## config.mk

```make
export PLATFORM = sky130hd
export DESIGN_NAME = instr_encoder_flat
export DESIGN_NICKNAME = d
export VERILOG_FILES = /design/src/rtl/instr_encoder_pkg.sv /design/src/rtl/instr_encoder_if.sv /design/src/rtl/instr_encoder_sync_fifo.sv /design/src/rtl/instr_encoder.sv /design/src/flat_wrapper.sv
export SDC_FILE = /design/constraint.sdc
export NUM_CORES = 1
export LEC_CHECK = 0
export CORE_AREA = 3 3 119 121
export DETAILED_ROUTE_END_ITERATION = 6
export DIE_AREA = 0 0 122 124
export PLACE_DENSITY = 0.71
export RECOVER_POWER = 50
export SYNTH_ARGS = -nofsm -noshare
export SYNTH_HDL_FRONTEND = slang
export SYNTH_HIERARCHICAL = 1
export SYNTH_SLANG_ARGS = --single-unit
```

## constraint.sdc

```tcl
create_clock -name clk -period 5 [get_ports clk]
set_input_delay 0.5 -clock clk [delete_from_list [all_inputs] [get_ports clk]]
set_output_delay 0.5 -clock clk [all_outputs]
set_load 0.005 [all_outputs]
```

## src/rtl/instr_encoder_pkg.sv

```systemverilog
// instr_encoder_pkg: opcode, class and encoder result types shared with the control path
package instr_encoder_pkg;
  localparam logic [6:0] OP_R      = 7'b0110011;
  localparam logic [6:0] OP_LOAD   = 7'b0000011;
  localparam logic [6:0] OP_STORE  = 7'b0100011;
  localparam logic [6:0] OP_BRANCH = 7'b1100011;
  typedef enum logic [1:0] {
    CLS_R      = 2'b00,
    CLS_LOAD   = 2'b01,
    CLS_STORE  = 2'b10,
    CLS_BRANCH = 2'b11
  } cls_e;
  typedef struct packed {
    logic [31:0] word;
    logic        bad;
  } enc_t;
endpackage

```

## src/rtl/instr_encoder_if.sv

```systemverilog
// instr_encoder_if: field-source handshake and imem write port of the encoder
interface instr_encoder_if #(parameter int ADDR_W = 8);
  logic              in_valid;
  logic              in_ready;
  logic [1:0]        in_cls;
  logic [2:0]        in_funct3;
  logic              in_funct7b5;
  logic [4:0]        in_rd;
  logic [4:0]        in_rs1;
  logic [4:0]        in_rs2;
  logic [12:0]       in_imm;
  logic              mem_we;
  logic [ADDR_W-1:0] mem_addr;
  logic [31:0]       mem_wdata;
  logic              mem_ready;
  logic [ADDR_W:0]   wr_count;
  logic              err;
  modport master (
    output in_valid, in_cls, in_funct3, in_funct7b5, in_rd, in_rs1, in_rs2, in_imm, mem_ready,
    input  in_ready, mem_we, mem_addr, mem_wdata, wr_count, err
  );
  modport slave (
    input  in_valid, in_cls, in_funct3, in_funct7b5, in_rd, in_rs1, in_rs2, in_imm, mem_ready,
    output in_ready, mem_we, mem_addr, mem_wdata, wr_count, err
  );
endinterface

```

## src/rtl/instr_encoder_sync_fifo.sv

```systemverilog
// sync_fifo: power-of-two FIFO with wrap-bit pointers and clear taking priority over push/pop
module sync_fifo #(
  parameter int WIDTH = 32,
  parameter int DEPTH = 4
) (
  input  logic             clk,
  input  logic             rst,
  input  logic             clr,
  input  logic             push,
  input  logic             pop,
  input  logic [WIDTH-1:0] din,
  output logic             full,
  output logic             empty,
  output logic [WIDTH-1:0] head
);
  localparam int AW = $clog2(DEPTH);
  logic [AW:0]      wr_q, wr_d, rd_q, rd_d;
  logic [WIDTH-1:0] ram [DEPTH];
  always_comb begin
    wr_d = clr ? '0 : wr_q + (AW+1)'(push);
    rd_d = clr ? '0 : rd_q + (AW+1)'(pop);
  end
  assign empty = wr_q == rd_q;
  assign full  = wr_q == {~rd_q[AW], rd_q[AW-1:0]};
  assign head  = ram[rd_q[AW-1:0]];
  always_ff @(posedge clk or posedge rst)
    if (rst) begin
      wr_q <= '0;
      rd_q <= '0;
    end else begin
      wr_q <= wr_d;
      rd_q <= rd_d;
    end
  always_ff @(posedge clk)
    if (push && !clr) ram[wr_q[AW-1:0]] <= din;
endmodule

```

## src/rtl/instr_encoder.sv

```systemverilog
// instr_encoder: encodes RV32I R/lw/sw/beq fields and streams the words into imem through a FIFO
module instr_encoder
  import instr_encoder_pkg::*;
#(
  parameter int ADDR_W    = 8,
  parameter int DEPTH     = 4,
  parameter int BASE_ADDR = 0
) (
  input logic           clk,
  input logic           rst,
  input logic           clr,
  instr_encoder_if.slave bus
);
  localparam logic [ADDR_W-1:0] BASE    = ADDR_W'(BASE_ADDR);
  localparam logic [ADDR_W:0]   CNT_MAX = {1'b1, {ADDR_W{1'b0}}};
  function automatic enc_t encode(
    input logic [1:0]  cls,
    input logic [2:0]  f3,
    input logic        f7b5,
    input logic [4:0]  rd,
    input logic [4:0]  rs1,
    input logic [4:0]  rs2,
    input logic [12:0] imm
  );
    enc_t e;
    e.word = cls == CLS_R     ? {1'b0, f7b5, 5'b0, rs2, rs1, f3, rd, OP_R} :
             cls == CLS_LOAD  ? {imm[11:0], rs1, f3, rd, OP_LOAD} :
             cls == CLS_STORE ? {imm[11:5], rs2, rs1, f3, imm[4:0], OP_STORE} :
                                {imm[12], imm[10:5], rs2, rs1, f3, imm[4:1], imm[11], OP_BRANCH};
    e.bad  = cls == CLS_R      ? 1'b0 :
             cls == CLS_BRANCH ? imm[0] : imm[12] != imm[11];
    return e;
  endfunction
  enc_t              enc;
  logic              accept, push, pop, full, empty;
  logic [31:0]       head;
  logic [ADDR_W-1:0] addr_q, addr_d;
  logic [ADDR_W:0]   cnt_q, cnt_d;
  logic              err_q, err_d;
  sync_fifo #(.WIDTH(32), .DEPTH(DEPTH)) u_fifo (
    .clk   (clk),
    .rst   (rst),
    .clr   (clr),
    .push  (push),
    .pop   (pop),
    .din   (enc.word),
    .full  (full),
    .empty (empty),
    .head  (head)
  );
  always_comb begin
    enc    = encode(bus.in_cls, bus.in_funct3, bus.in_funct7b5, bus.in_rd, bus.in_rs1, bus.in_rs2, bus.in_imm);
    accept = bus.in_valid && bus.in_ready;
    push   = accept && !enc.bad;
    pop    = !empty && bus.mem_ready;
    addr_d = clr ? BASE : pop ? addr_q + 1'b1 : addr_q;
    cnt_d  = clr ? '0 : (pop && cnt_q != CNT_MAX) ? cnt_q + 1'b1 : cnt_q;
    err_d  = clr ? 1'b0 : err_q || (accept && enc.bad);
  end
  always_ff @(posedge clk or posedge rst)
    if (rst) begin
      addr_q <= BASE;
      cnt_q  <= '0;
      err_q  <= 1'b0;
    end else begin
      addr_q <= addr_d;
      cnt_q  <= cnt_d;
      err_q  <= err_d;
    end
  assign bus.in_ready  = !full && !clr;
  assign bus.mem_we    = !empty;
  assign bus.mem_addr  = addr_q;
  assign bus.mem_wdata = empty ? '0 : head;
  assign bus.wr_count  = cnt_q;
  assign bus.err       = err_q;
endmodule

```

## src/flat_wrapper.sv

```systemverilog
// flat-port wrapper written by rule: the top's interface ports become plain ports
module instr_encoder_flat import instr_encoder_pkg::*;
#(
  parameter int ADDR_W    = 8,
  parameter int DEPTH     = 4,
  parameter int BASE_ADDR = 0
)
  (clk, rst, clr, bus_in_valid, bus_in_cls, bus_in_funct3, bus_in_funct7b5, bus_in_rd, bus_in_rs1, bus_in_rs2, bus_in_imm, bus_mem_ready, bus_in_ready, bus_mem_we, bus_mem_addr, bus_mem_wdata, bus_wr_count, bus_err);
  instr_encoder_if #(.ADDR_W(ADDR_W)) bus_i ();
  input logic clk;
  input logic rst;
  input logic clr;
  input wire logic [$bits(bus_i.in_valid)-1:0] bus_in_valid;
  input wire logic [$bits(bus_i.in_cls)-1:0] bus_in_cls;
  input wire logic [$bits(bus_i.in_funct3)-1:0] bus_in_funct3;
  input wire logic [$bits(bus_i.in_funct7b5)-1:0] bus_in_funct7b5;
  input wire logic [$bits(bus_i.in_rd)-1:0] bus_in_rd;
  input wire logic [$bits(bus_i.in_rs1)-1:0] bus_in_rs1;
  input wire logic [$bits(bus_i.in_rs2)-1:0] bus_in_rs2;
  input wire logic [$bits(bus_i.in_imm)-1:0] bus_in_imm;
  input wire logic [$bits(bus_i.mem_ready)-1:0] bus_mem_ready;
  output wire logic [$bits(bus_i.in_ready)-1:0] bus_in_ready;
  output wire logic [$bits(bus_i.mem_we)-1:0] bus_mem_we;
  output wire logic [$bits(bus_i.mem_addr)-1:0] bus_mem_addr;
  output wire logic [$bits(bus_i.mem_wdata)-1:0] bus_mem_wdata;
  output wire logic [$bits(bus_i.wr_count)-1:0] bus_wr_count;
  output wire logic [$bits(bus_i.err)-1:0] bus_err;
  assign bus_i.in_valid = bus_in_valid;
  assign bus_i.in_cls = bus_in_cls;
  assign bus_i.in_funct3 = bus_in_funct3;
  assign bus_i.in_funct7b5 = bus_in_funct7b5;
  assign bus_i.in_rd = bus_in_rd;
  assign bus_i.in_rs1 = bus_in_rs1;
  assign bus_i.in_rs2 = bus_in_rs2;
  assign bus_i.in_imm = bus_in_imm;
  assign bus_i.mem_ready = bus_mem_ready;
  assign bus_in_ready = bus_i.in_ready;
  assign bus_mem_we = bus_i.mem_we;
  assign bus_mem_addr = bus_i.mem_addr;
  assign bus_mem_wdata = bus_i.mem_wdata;
  assign bus_wr_count = bus_i.wr_count;
  assign bus_err = bus_i.err;
  instr_encoder #(.ADDR_W(ADDR_W), .DEPTH(DEPTH), .BASE_ADDR(BASE_ADDR)) u_core (.clk(clk), .rst(rst), .clr(clr), .bus(bus_i));
endmodule
```

==> results.json <==
{
  "slew_headroom_pct": -4.90,
  "vias_per_cell": 5.36,
  "synth_xor_area_share_pct": 1.09,
  "firstDrtPassIters": 4,
  "yosysTopAreaCellShare_pct": 59.6,
  "fillCellCount": 965,
  "antennaDiodeCount": 0,
  "ant_nets": 0,
  "critical_path_arrival_ns": 3.38,
  "synth_edf_count": 128,
  "cts_num_sinks": 152,
  "leakagePower_uw": 0.00284,
  "synth_area_sq_um": 6450,
  "fin_area_sq_um": 8200,
  "netlist-cell-type-count": 43,
  "yosys_warnings": 6,
  "routed_wl_um": 12500,
  "clock.fmax_mhz": 258,
  "grt_pass1_wl_um": 20300,
  "ctsResizeCount": 0,
  "drive_above_1_share_pct": 14.7,
  "crit_path_end_kind": "primary output",
  "dr_wl_met2_um": 6280,
  "ctsHoldBuffers": 0,
  "netlist_top_cells_area": "edfxtp_1 60%, mux4_2 10%, dfrtp_1 9.3%",
  "regToRegStartpoint": "u_core/u_fifo/rd_q[1]",
  "post_drt_wl_per_cell_um": 18.6,
  "r2r_end": "u_core/u_fifo/ram[3][8]",
  "synthSimpleGateAreaFrac_pct": 9.16,
  "path_class": "register to primary output",
  "gp_congestion": 0.751,
  "cts_htree_levels": 4,
  "route.detailed.drc": 0,
  "synth.avg_cell_area_sq_um": 17.3,
  "setup_viol": 0,
  "synth_top_cell_by_area": "edfxtp_1",
  "rsz0062_at_grt": "false",
  "wl_met3_um": 851,
  "num_io_pins": 91,
  "status": "finished, violations left",
  "drv_slew": 35,
  "rows": 42,
  "drtIter0Drc": 229,
  "violations": "capacitance limit, slew limit",
  "root_buffer": "clkbuf_16",
  "insertion_delay_ns": 0.42,
  "multi_input_area_sq_um": 1920,
  "netlist_instances": 372,
  "clockBufferDepth": 2,
  "initial_core_util_pct": 48.9,
  "post-route-min-period_ns": 3.88,
  "worst_pin_slew_ns": 1.57,
  "wl_met1_um": 5210,
  "cts_buffers": 17,
  "layout_worst_path_cycle_share_pct": 77.6,
  "synth_top_family_by_area": "multiplexers",
  "drv_cap": 1,
  "nets": 530,
  "grt_pass1_vias": 3809,
  "die_w_um": 122,
  "ys_seq_area_share_pct": 68.9,
  "antenna_found_initial": 0,
  "postPlaceCellArea_sq_um": 7590,
  "synthMuxAreaShare_pct": 13.7,
  "num_vias": 3607,
  "finalHoldViolations": 0,
  "reg2reg_slack_ns": 1.46,
  "layout.cells.most_common": "edfxtp_1",
  "postSynth.asyncResetShare_pct": 15.8,
  "track_usage_pct": 18.1,
  "critPathLaunchType": "register",
  "tritoncts": "yes",
  "seq_area_sq_um": 4450,
  "ys.flop_type": "edfxtp_1",
  "maxUsedRoutingLayer": "met4",
  "dp_hpwl_um": 7930,
  "worst-endpoint-required_ns": 4.50,
  "post_cts_buffers": 0,
  "grt_start_max_net_pins": 35,
  "synth-compound-area-share_pct": 2.91,
  "coreArea_sq_um": 13200,
  "r2r_cells": 5,
  "fin_skew_ns": 0.0110,
  "synth-seq-cells": 152,
  "layout_common_cells": "128 x edfxtp_1, 62 x clkdlybuf4s50_1, 41 x nor2b_1",
  "io_buffers": 90,
  "grt-ovfl-total": 0,
  "ir_worst_vdd_mv": 0.214,
  "path_max_fanout": 34,
  "synthAdderAreaFrac_pct": 1.36,
  "hold_path.class": "primary input to asynchronous set/reset pin",
  "die-area_sq_um": 15100,
  "power-per-cell-area_nw_per_um2": 382,
  "path_clk_slew_ns": 0.06,
  "fin_setup_tns_ns": 0,
  "die_h_um": 124,
  "area_growth_pct": 27.1
}
## layer usage
| layer | GRT usage (%) | up-vias |
|---|---|---|
| met4 | 6.30 | 0 |
| met1 | 23.6 | 1814 |
| li1 | - | 1653 |
| met2 | 29.2 | 127 |
| met5 | 0 | - |
| met3 | 5.50 | 13 |
## synthesized netlist by cell type (2+ instances only)
cell,instances
and2b_1,3
mux4_1,3
mux2_2,11
buf_2,5
ha_1,7
mux2i_1,3
inv_1,11
o21ai_0,6
xnor2_1,4
a21oi_1,18
clkbuf_1,7
o31ai_1,6
nor4bb_1,3
nand3_1,3
dfrtp_1,24
nor2b_1,41
or4_1,6
nor2_1,9
edfxtp_1,128
or3_1,5
xor2_1,4
conb_1,2
nand2_1,10
mux4_2,29
buf_12,3
nand3b_1,4
## worst max path at each step
stage                                    end                  start  depth (start not counted)  slack (ns)
floorplan            u_core/u_fifo/ram[2][0]          bus_in_cls[0]                          6        0.06
global route               bus_mem_wdata[31]  u_core/u_fifo/rd_q[1]                          5        0.82
finish                     bus_mem_wdata[31]  u_core/u_fifo/rd_q[1]                          5        1.12
detailed placement  u_core/u_fifo/ram[3][26]          bus_in_cls[1]                          5        1.64
global placement    u_core/u_fifo/ram[3][26]          bus_in_cls[1]                          5        1.72
CTS                        bus_mem_wdata[31]  u_core/u_fifo/rd_q[1]                          5        1.65
## critical path: stages (launching register included)
cell and delay, ns:
dfrtp_1 1.40, xor2_1 0.22, nor3b_1 0.32, buf_4 0.33, and2b_1 0.25, clkdlybuf4s50_1 0.44
## metrics by stage
stage	worst slack [ns]	util (%)	total power, uW	hold WS [ns]	cells
floorplan	0.0632	-	1670	0.291	386
global placement	1.72	57.6	1850	0.537	641
detailed placement	1.64	57.6	1850	0.549	641
CTS	1.65	62.2	3170	0.325	673
global route	0.817	62.2	3260	0.474	673
finish	1.12	62.2	3130	0.464	673
## power breakdown
part / internal [uW] / total (uW) / switching (uW)
clock: 799 / 1310 / 513
sequential: 1400 / 1420 / 24.8
combinational: 231 / 393 / 162
## state kept, by name, summed over array words and instances (netlist names)
register             cells
u_core/u_fifo/ram      128
u_core/u_fifo/wr_q       3
u_core/bus.mem_addr      8
u_core/u_fifo/rd_q       3
u_core/bus.err           1
u_core/bus.wr_count      9
## cells by family after synthesis
| kind of cell | Yosys count |
|---|---|
| AND/OR/NAND/NOR | 95 |
| XOR/XNOR | 8 |
| multiplexers | 46 |
| adder cells (fa/ha/maj) | 7 |
| AO/OA/AOI/OAI | 33 |
| buffers and inverters | 29 |
| other | 2 |
| flip-flops | 152 |
## final cells by class
| cell class | instances | share of cell area [%] |
|---|---|---|
| inverters | 11 | 0.504 |
| repair buffers | 97 | 11.6 |
| clock buffers | 18 | 5.24 |
| flip-flops and latches | 152 | 54.2 |
| well taps | 176 | 2.69 |
| multi-input cells | 205 | 23.4 |
| clock inverters | 14 | 2.27 |
(Power assumes the default switching activity.)
